$ cat src/rtl/expr_sig_compactor_if.sv
// Upstream result-vector stream into expr_sig_compactor.
// EXPR_SIG_PARITY_EN adds an even-parity bit alongside in_y.
interface expr_sig_compactor_if #(
  parameter int Y_WIDTH = 90
);
  logic               in_valid;
  logic               in_ready;
  logic [Y_WIDTH-1:0] in_y;
`ifdef EXPR_SIG_PARITY_EN
  logic               in_par;

  modport master (output in_valid, output in_y, output in_par, input in_ready);
  modport slave  (input in_valid, input in_y, input in_par, output in_ready);
`else
  modport master (output in_valid, output in_y, input in_ready);
  modport slave  (input in_valid, input in_y, output in_ready);
`endif
endinterface

$ cat src/rtl/expr_sig_compactor.sv
// Folds a stream of expression result vectors into a 32-bit MISR signature
// and compares it with a golden value. Define EXPR_SIG_PARITY_EN for parity checking.
module expr_sig_compactor #(
  parameter int               Y_WIDTH   = 90,
  parameter int               SIG_WIDTH = 32,
  parameter int               CNT_WIDTH = 16,
  parameter logic [SIG_WIDTH-1:0] POLY  = 32'h04C11DB7,
  parameter logic [SIG_WIDTH-1:0] SEED  = 32'hFFFFFFFF
) (
  input  logic                 clk,
  input  logic                 rst,
  input  logic                 start,
  input  logic [CNT_WIDTH-1:0] num_vectors,
  expr_sig_compactor_if.slave  up,
  input  logic [SIG_WIDTH-1:0] expected_sig,
  output logic                 busy,
  output logic                 done,
  output logic                 pass,
  output logic [SIG_WIDTH-1:0] signature,
`ifdef EXPR_SIG_PARITY_EN
  output logic                 par_err,
`endif
  output logic [CNT_WIDTH-1:0] vec_count
);

  // state  | meaning
  // IDLE   | waiting for start after reset
  // RUN    | accepting vectors until vec_count reaches target
  // DONE   | result held; start begins a new run
  localparam logic [1:0] S_IDLE = 2'd0;
  localparam logic [1:0] S_RUN  = 2'd1;
  localparam logic [1:0] S_DONE = 2'd2;

  localparam int N_SLICES  = (Y_WIDTH + SIG_WIDTH - 1) / SIG_WIDTH;
  localparam int PAD_WIDTH = N_SLICES * SIG_WIDTH;

  logic [1:0]           state;
  logic [CNT_WIDTH-1:0] target;
  logic [PAD_WIDTH-1:0] y_pad;
  logic [SIG_WIDTH-1:0] folded;
  logic [SIG_WIDTH-1:0] sig_next;
  logic [CNT_WIDTH-1:0] cnt_inc;
  logic                 accept;
  logic                 start_ok;
  logic                 par_hit;
  logic                 par_err_r;

  assign up.in_ready = (state == S_RUN);
  assign accept      = up.in_valid && up.in_ready;
  assign start_ok    = start && (state != S_RUN);
  assign busy        = (state == S_RUN);
  assign done        = (state == S_DONE);
  assign cnt_inc     = vec_count + 1'b1;

`ifdef EXPR_SIG_PARITY_EN
  assign par_hit = accept && ((^up.in_y) != up.in_par);
  assign par_err = par_err_r;
`else
  assign par_hit = 1'b0;
`endif

  assign y_pad = PAD_WIDTH'(up.in_y);

  always_comb begin
    folded = '0;
    for (int i = 0; i < N_SLICES; i++) begin
      folded = folded ^ y_pad[i*SIG_WIDTH +: SIG_WIDTH];
    end
  end

  assign sig_next = {signature[SIG_WIDTH-2:0], 1'b0}
                  ^ (signature[SIG_WIDTH-1] ? POLY : '0)
                  ^ folded;

  always_ff @(posedge clk) begin
    if (rst) begin
      state     <= S_IDLE;
      target    <= '0;
      signature <= SEED;
      vec_count <= '0;
      pass      <= 1'b0;
      par_err_r <= 1'b0;
    end else begin
      case (state)
        S_IDLE, S_DONE: begin
          if (start_ok) begin
            signature <= SEED;
            vec_count <= '0;
            par_err_r <= 1'b0;
            target    <= num_vectors;
            // Zero-length run finishes immediately, judged on the seed alone.
            if (num_vectors == '0) begin
              state <= S_DONE;
              pass  <= (SEED == expected_sig);
            end else begin
              state <= S_RUN;
              pass  <= 1'b0;
            end
          end
        end
        S_RUN: begin
          if (accept) begin
            signature <= sig_next;
            vec_count <= cnt_inc;
            if (par_hit) begin
              par_err_r <= 1'b1;
            end
            if (cnt_inc == target) begin
              state <= S_DONE;
              pass  <= (sig_next == expected_sig) && !(par_err_r || par_hit);
            end
          end
        end
        default: begin
          state <= S_IDLE;
        end
      endcase
    end
  end

endmodule

$ cat src/flat_wrapper.sv
// flat-port wrapper written by rule: the top's interface ports become plain ports
module expr_sig_compactor_flat 
#(
  parameter int               Y_WIDTH   = 90,
  parameter int               SIG_WIDTH = 32,
  parameter int               CNT_WIDTH = 16,
  parameter logic [SIG_WIDTH-1:0] POLY  = 32'h04C11DB7,
  parameter logic [SIG_WIDTH-1:0] SEED  = 32'hFFFFFFFF
)
  (clk, rst, start, num_vectors, expected_sig, busy, done, pass, signature, vec_count, up_in_valid, up_in_y, up_in_ready);
  expr_sig_compactor_if #(.Y_WIDTH(Y_WIDTH)) up_i ();
  input  logic clk;
  input  logic rst;
  input  logic start;
  input  logic [CNT_WIDTH-1:0] num_vectors;
  input  logic [SIG_WIDTH-1:0] expected_sig;
  output logic busy;
  output logic done;
  output logic pass;
  output logic [SIG_WIDTH-1:0] signature;
  output logic [CNT_WIDTH-1:0] vec_count;
  input wire logic [$bits(up_i.in_valid)-1:0] up_in_valid;
  input wire logic [$bits(up_i.in_y)-1:0] up_in_y;
  output wire logic [$bits(up_i.in_ready)-1:0] up_in_ready;
  assign up_i.in_valid = up_in_valid;
  assign up_i.in_y = up_in_y;
  assign up_in_ready = up_i.in_ready;
  expr_sig_compactor #(.Y_WIDTH(Y_WIDTH), .SIG_WIDTH(SIG_WIDTH), .CNT_WIDTH(CNT_WIDTH), .POLY(POLY), .SEED(SEED)) u_core (.clk(clk), .rst(rst), .start(start), .num_vectors(num_vectors), .up(up_i), .expected_sig(expected_sig), .busy(busy), .done(done), .pass(pass), .signature(signature), .vec_count(vec_count));
endmodule
$ cat config.mk
export PLATFORM = sky130hd
export DESIGN_NAME = expr_sig_compactor_flat
export DESIGN_NICKNAME = d
export VERILOG_FILES = /design/src/rtl/expr_sig_compactor_if.sv /design/src/rtl/expr_sig_compactor.sv /design/src/flat_wrapper.sv
export SDC_FILE = /design/constraint.sdc
export NUM_CORES = 1
export LEC_CHECK = 0
export CAP_MARGIN = 20
export CORE_MARGIN = 2
export CORE_UTILIZATION = 34
export DETAILED_ROUTE_END_ITERATION = 8
export PLACE_DENSITY = 0.74
export SLEW_MARGIN = 20
export SYNTH_ARGS = -nofsm -noshare
export SYNTH_HDL_FRONTEND = slang
export SYNTH_SLANG_ARGS = --single-unit
$ cat constraint.sdc
create_clock -name clk -period 5.1 [get_ports clk]
set_input_delay 1.02 -clock clk [delete_from_list [all_inputs] [get_ports clk]]
set_output_delay 1.02 -clock clk [all_outputs]
set_load 0.05 [all_outputs]
Word level (Yosys, flattened, before mapping)
Index checks and enable logic that the tools add are counted.
{"block": "op_classes", "reduce_logical": 10, "addsub": 1, "n_mux": 17, "bitwise": 4, "eq_ne": 9}
{"op": "32-bit XOR", "count": 3}
{"op": "32-bit 2-to-1 mux", "count": 2}
{"op": "32-bit one-hot mux with 2 select lines", "count": 1}
{"op": "32-bit equality test", "count": 1}
{"op": "32-bit equality test, first input constant", "count": 1}
{"op": "16-bit 2-to-1 mux", "count": 2}
{"op": "16-bit one-hot mux with 2 select lines", "count": 1}
{"op": "32-bit by 26-bit XOR with 32-bit output", "count": 1}
{"op": "27-bit 2-to-1 mux", "count": 1}
{"op": "16-bit by 1-bit adder with 16-bit output, second input constant", "count": 1}
{"op": "16-bit equality test", "count": 1}
{"op": "16-bit zero test", "count": 1}
{"op": "2-bit 2-to-1 mux", "count": 4}
{"op": "3-bit AND reduction", "count": 2}
{"op": "1-bit 2-to-1 mux", "count": 4}
{"op": "2-bit by 1-bit != test with 1-bit output, second input constant", "count": 2}
{"op": "2-bit != test, second input constant", "count": 2}
{"op": "2-bit one-hot mux with 2 select lines", "count": 1}
{"op": "4-bit AND reduction", "count": 1}
{"op": "2-bit by 1-bit equality test with 1-bit output, second input constant", "count": 1}
{"op": "2-bit equality test, second input constant", "count": 1}
{"op": "1-bit logical AND", "count": 2}
{"op": "2-bit zero test", "count": 1}
{"op": "1-bit one-hot mux with 2 select lines", "count": 1}
{"op": "3 further kinds", "count": 3}
{"block": "totals", "regBits": 67, "out_inout_bits": 52, "in_bits": 142, "wordCells": 46}

Longest topological paths before layout
{"block": "logic_depth", "word_depth": 7, "mapped_depth": 9, "mapped_depth_nobuf": 8}

Least setup slack after synthesis
No wires, ideal clock.
{"block": "synth_path", "path_type": "reg2reg", "from": "reg u_core.vec_count[0]", "to": "reg u_core.pass", "path_buffers": 0, "period_less_slack_ns": 2.786, "path_stages_with_launch": 9, "arrival_ns": 2.667, "t_required_ns": 4.981, "setup_time_ns": 0.119, "slack_ns": 2.314, "cell_sequence": "dfxtp_1 -> ha_1 -> nand3_1 -> nor3_1 -> mux2i_1 -> nor4_4 -> a311oi_1 -> nor2_1 -> o221a_1"}
{"block": "synth_via", "elab_chain_cells": 4}
{"item": "start, declared", "line_no": "expr_sig_compactor.sv:23", "source": "output logic [CNT_WIDTH-1:0] vec_count"}
{"item": "start signal, assigned", "line_no": "expr_sig_compactor.sv:104", "source": "vec_count <= cnt_inc;"}
{"item": "16-bit by 1-bit adder with 16-bit output", "line_no": "expr_sig_compactor.sv:53", "source": "assign cnt_inc = vec_count + 1'b1;"}
{"item": "16-bit equality test", "line_no": "expr_sig_compactor.sv:108", "source": "if (cnt_inc == target) begin"}
{"item": "2-bit != test (no source line)"}
{"item": "4-bit AND reduction (no source line)"}
{"item": "end signal, assigned", "line_no": "expr_sig_compactor.sv:94", "source": "pass <= (SEED == expected_sig);"}
{"item": "end signal, assigned", "line_no": "expr_sig_compactor.sv:110", "source": "pass <= (sig_next == expected_sig) && !(par_err_r || par_hit);"}
{"item": "end, declared", "line_no": "expr_sig_compactor.sv:18", "source": "output logic pass,"}
No other way between the ends.
A chain may end at the register's enable or synchronous reset.

Final worst setup path
Ends and elaborated chain as after synthesis.

==> key figures <==
Status
  • Outcome: finished, final reports clean

STA
  • Max Fclk: 304 MHz
  • RSZ-0062 raised after global routing: no
  • Max-slew violations: 0
  • Final Hold Viols: 0
  • Slew margin rel.: 0.412
  • Part of the cycle the worst path needs: 0.644
  • Clock skew: 0.0103 ns
  • Worst-Margin Slew: between 0.8 and 0.9 ns
  • Post-route minimum period: 3.29 ns
  • Setup violators final: 0
  • Setup TNS: 0 ns

Yosys
  • Post-synthesis sequential area ratio: 0.278
  • Syn_area_per_cell: roughly 8.6 sq um
  • Number of synthesis warnings: 0
  • Yosys cell types: 57
  • Cells after Synth: around 560
  • Dominant synthesized flop cell: dfxtp_1
  • Syn Std Cell Area: between 0.004 and 0.005 sq mm
  • Synth Register Bits: 67
  • Asr flop ratio synth: 0
  • Post-synth EDFFs: 0
  • Synth Net Count: 706

Setup path
  • Worst r2r path cells: 8
  • FF-to-FF setup slack: between 1.5 and 2 ns
  • Critical Path End Type: flop
  • Max incr delay on CP: 0.68 ns
  • Crit path DAT: 3.50 ns
  • CP Launch Type: flop
  • Cell depth of the worst setup path: 8
  • CP max-delay cell: nor3_1
  • CP required: roughly 5.3 ns
  • Cell Chain, Critical Path: ha_1 > nand3_1 > nor3_1 > mux2i_1 > nor4_4 > a311oi_1 > nor2_1 > o221a_1
  • Worst Setup SP: u_core.vec_count[0]
  • Crit path max-delay family: simple AND/OR/NAND/NOR gates
  • CP bufs+invs: 0
  • Critical R2R Launch: u_core.vec_count[0]
  • Crit Path Max Fanout: 8
  • Reg2Reg Capture Point: u_core.pass
  • Setup Crit Path Kind: reg2reg

Global routing
  • Vias in the first global route: approximately 4.6k
  • Largest net degree at the start of global routing: 56
  • GR Util All Layers: 0.215
  • First-pass GRT wire length: approximately 25000 um
  • Initial antenna violation count: 0
  • Remaining Overflow, GRT: 0

Drt
  • Initial DRC Count: around 310
  • Via count: 4782
  • Routed WL per cell: between 15 and 20 um
  • Pre-antenna DRT Iters: 5
  • Via density: ~5.2
  • DR DRC count: 0
  • Routed wire length: roughly 16000 um
  • Routed Antenna Nets: 0

Clocking
  • CTS tree: built
  • Clock sink count: between 60 and 70
  • Clock Latency Late Sink: roughly 0.33 ns
  • Reg clk slew, reported paths: roughly 0.060 ns
  • Post-CTS setup buffers: 0
  • CTS Buf Count: 9
  • CTS H-tree lvls: 3
  • Number of gates resized after cts: 0
  • CTS Hold Bufs: 0
  • Clk root buf: clkbuf_16
  • Clock buffer depth: 2

Floorplan
  • Chip width: 123 um
  • Num rows: 43
  • Die area: ~0.015 sq mm
  • Core Region: approximately 0.014 sq mm
  • Die height: 123 um
  • Initial Utilization: 0.347
  • Io pins: slightly below 200

Final layout
  • Final antenna diode count: 0
  • Layout cell share with drive strength beyond 1: 0.0522
  • Core Util, Final: 0.519
  • Area grow syn2layout: 49.5%
  • Final std cells w/o fill: between 900 and 1k
  • NumNets Final: 885

Placed design
  • Port-buffer cells: between 150 and 200
  • Cell count after placement: ~910
  • Final HPWL DP: between 10000 and 15000 um
  • RePlAce Congestion: 0.916

Min path
  • HP Class: reg2reg
  • WHS Endpoint: u_core.target[6]
  • Worst Hold Launch: u_core.target[6]
  • Hold path cells: 2

Pwr
  • PD cells: between 200 and 250 mW/mm^2
  • LEAKAGE: between 2 and 3 nW
  • Peak VDD IR: 0.000194 V

Run
  • Max Cap Viol: 0
synth_stat cells, types with 2 or more instances:
cell type,n,share of area
a22oi_1,4,0.0062
buf_1,3,0.0023
and2_1,2,0.0026
xnor3_1,12,0.056
dfxtp_1,67,0.28
nor2_1,32,0.025
nor2b_1,4,0.0052
buf_2,4,0.0042
xor3_1,10,0.049
xor2_1,49,0.089
nand2_1,85,0.066
nand2b_1,2,0.0026
nand3_1,9,0.0093
a21oi_1,38,0.039
nor3_1,15,0.016
buf_4,2,0.0031
o32ai_1,2,0.0036
or4_2,2,0.0036
and4_1,2,0.0036
o21ai_0,21,0.022
o311ai_0,2,0.0036
a211oi_1,2,0.0031
inv_1,6,0.0047
nor4_2,3,0.0078
nor4_1,12,0.016
clkbuf_1,21,0.016
a31oi_1,4,0.0052
nand3b_1,2,0.0031
o22ai_1,25,0.032
xnor2_1,75,0.14
mux2_2,2,0.0047
nand4_1,18,0.023
o211ai_1,2,0.0031
worst min-delay path, cell delays in order (launching register included):
cell	delay, ns
dfxtp_1	0.32
nand2_1	0.06
a21oi_1	0.05
kinds of logic after synthesis:
group,synth area share
multiplexers,0.00675
flip-flops,0.278
buffers and inverters,0.0330
AO/OA/AOI/OAI,0.140
adder cells (fa/ha/maj),0.00260
XOR/XNOR,0.331
AND/OR/NAND/NOR,0.208
how the worst max path moves through the flow:
stage          slack [ns]                   end
4_1_cts              1.88         signature[31]
2_1_floorplan        2.31           u_core.pass
5_1_grt              1.65           u_core.pass
3_5_place_dp         1.71  u_core.signature[15]
3_3_place_gp         1.77  u_core.signature[25]
6_report             1.81           u_core.pass
cell usage in the layout (no fill, tap or decap), types with 2 or more instances in the layout:
cell	synthesis	final
clkdlybuf4s50_1	0	193
nand2_1	85	84
xnor2_1	75	75
dfxtp_1	67	67
xor2_1	49	49
a21oi_1	38	38
nor2_1	32	32
o22ai_1	25	25
o21ai_0	21	21
nand4_1	18	18
nor3_1	15	15
nor4_1	12	12
xnor3_1	12	12
xor3_1	10	10
nand3_1	9	9
clkbuf_16	0	9
inv_1	6	6
buf_4	2	6
nor2b_1	4	4
a22oi_1	4	4
a31oi_1	4	4
nor4_2	3	3
and2_1	2	2
and4_1	2	2
or4_2	2	2
mux2_2	2	2
nand2b_1	2	2
o211ai_1	2	2
o311ai_0	2	2
a211oi_1	2	2
o32ai_1	2	2
nand3b_1	2	2
clkinv_4	0	2
bufinv_16	0	2
through the flow:
step	hold WS (ns)	area (sq um)	power, W	worst slack, ns
2_1_floorplan	0.448	4820	0.000910	2.31
3_3_place_gp	0.463	6890	0.00114	1.77
3_5_place_dp	0.472	6890	0.00114	1.71
4_1_cts	0.481	7210	0.00181	1.88
5_1_grt	0.496	7210	0.00188	1.65
6_report	0.476	7210	0.00179	1.81
registers in the layout, indices dropped and copies added (netlist names):
name              cells
u_core.pass           1
u_core.state          2
u_core.vec_count     16
u_core.signature     32
u_core.target        16
power breakdown:
part           total [W]  switching (W)  internal, W  leakage (nW)
Clock           0.000666       0.000237     0.000429         0.153
Combinational   0.000558       0.000274     0.000283          2.02
Sequential      0.000571      0.0000254     0.000546         0.546
area by class of cell:
type	instances	area, sq um
Multi-Input combinational cell	459	3320
Clock buffer	10	229
Timing Repair Buffer	199	1980
Tap cell	180	225
Fill cell	1327	6670
Sequential cell	67	1340
Clock inverter	6	90.1
Inverter	6	22.5
metal layers:
layer / wire length, um / track usage / vias to the layer above
met5: 0 / 0 / -
met4: 433 / 0.0653 / 0
met3: 1150 / 0.0600 / 28
met2: 7780 / 0.370 / 207
met1: 6690 / 0.261 / 2206
li1: - / - / 2341
(Power assumes the default switching activity.)
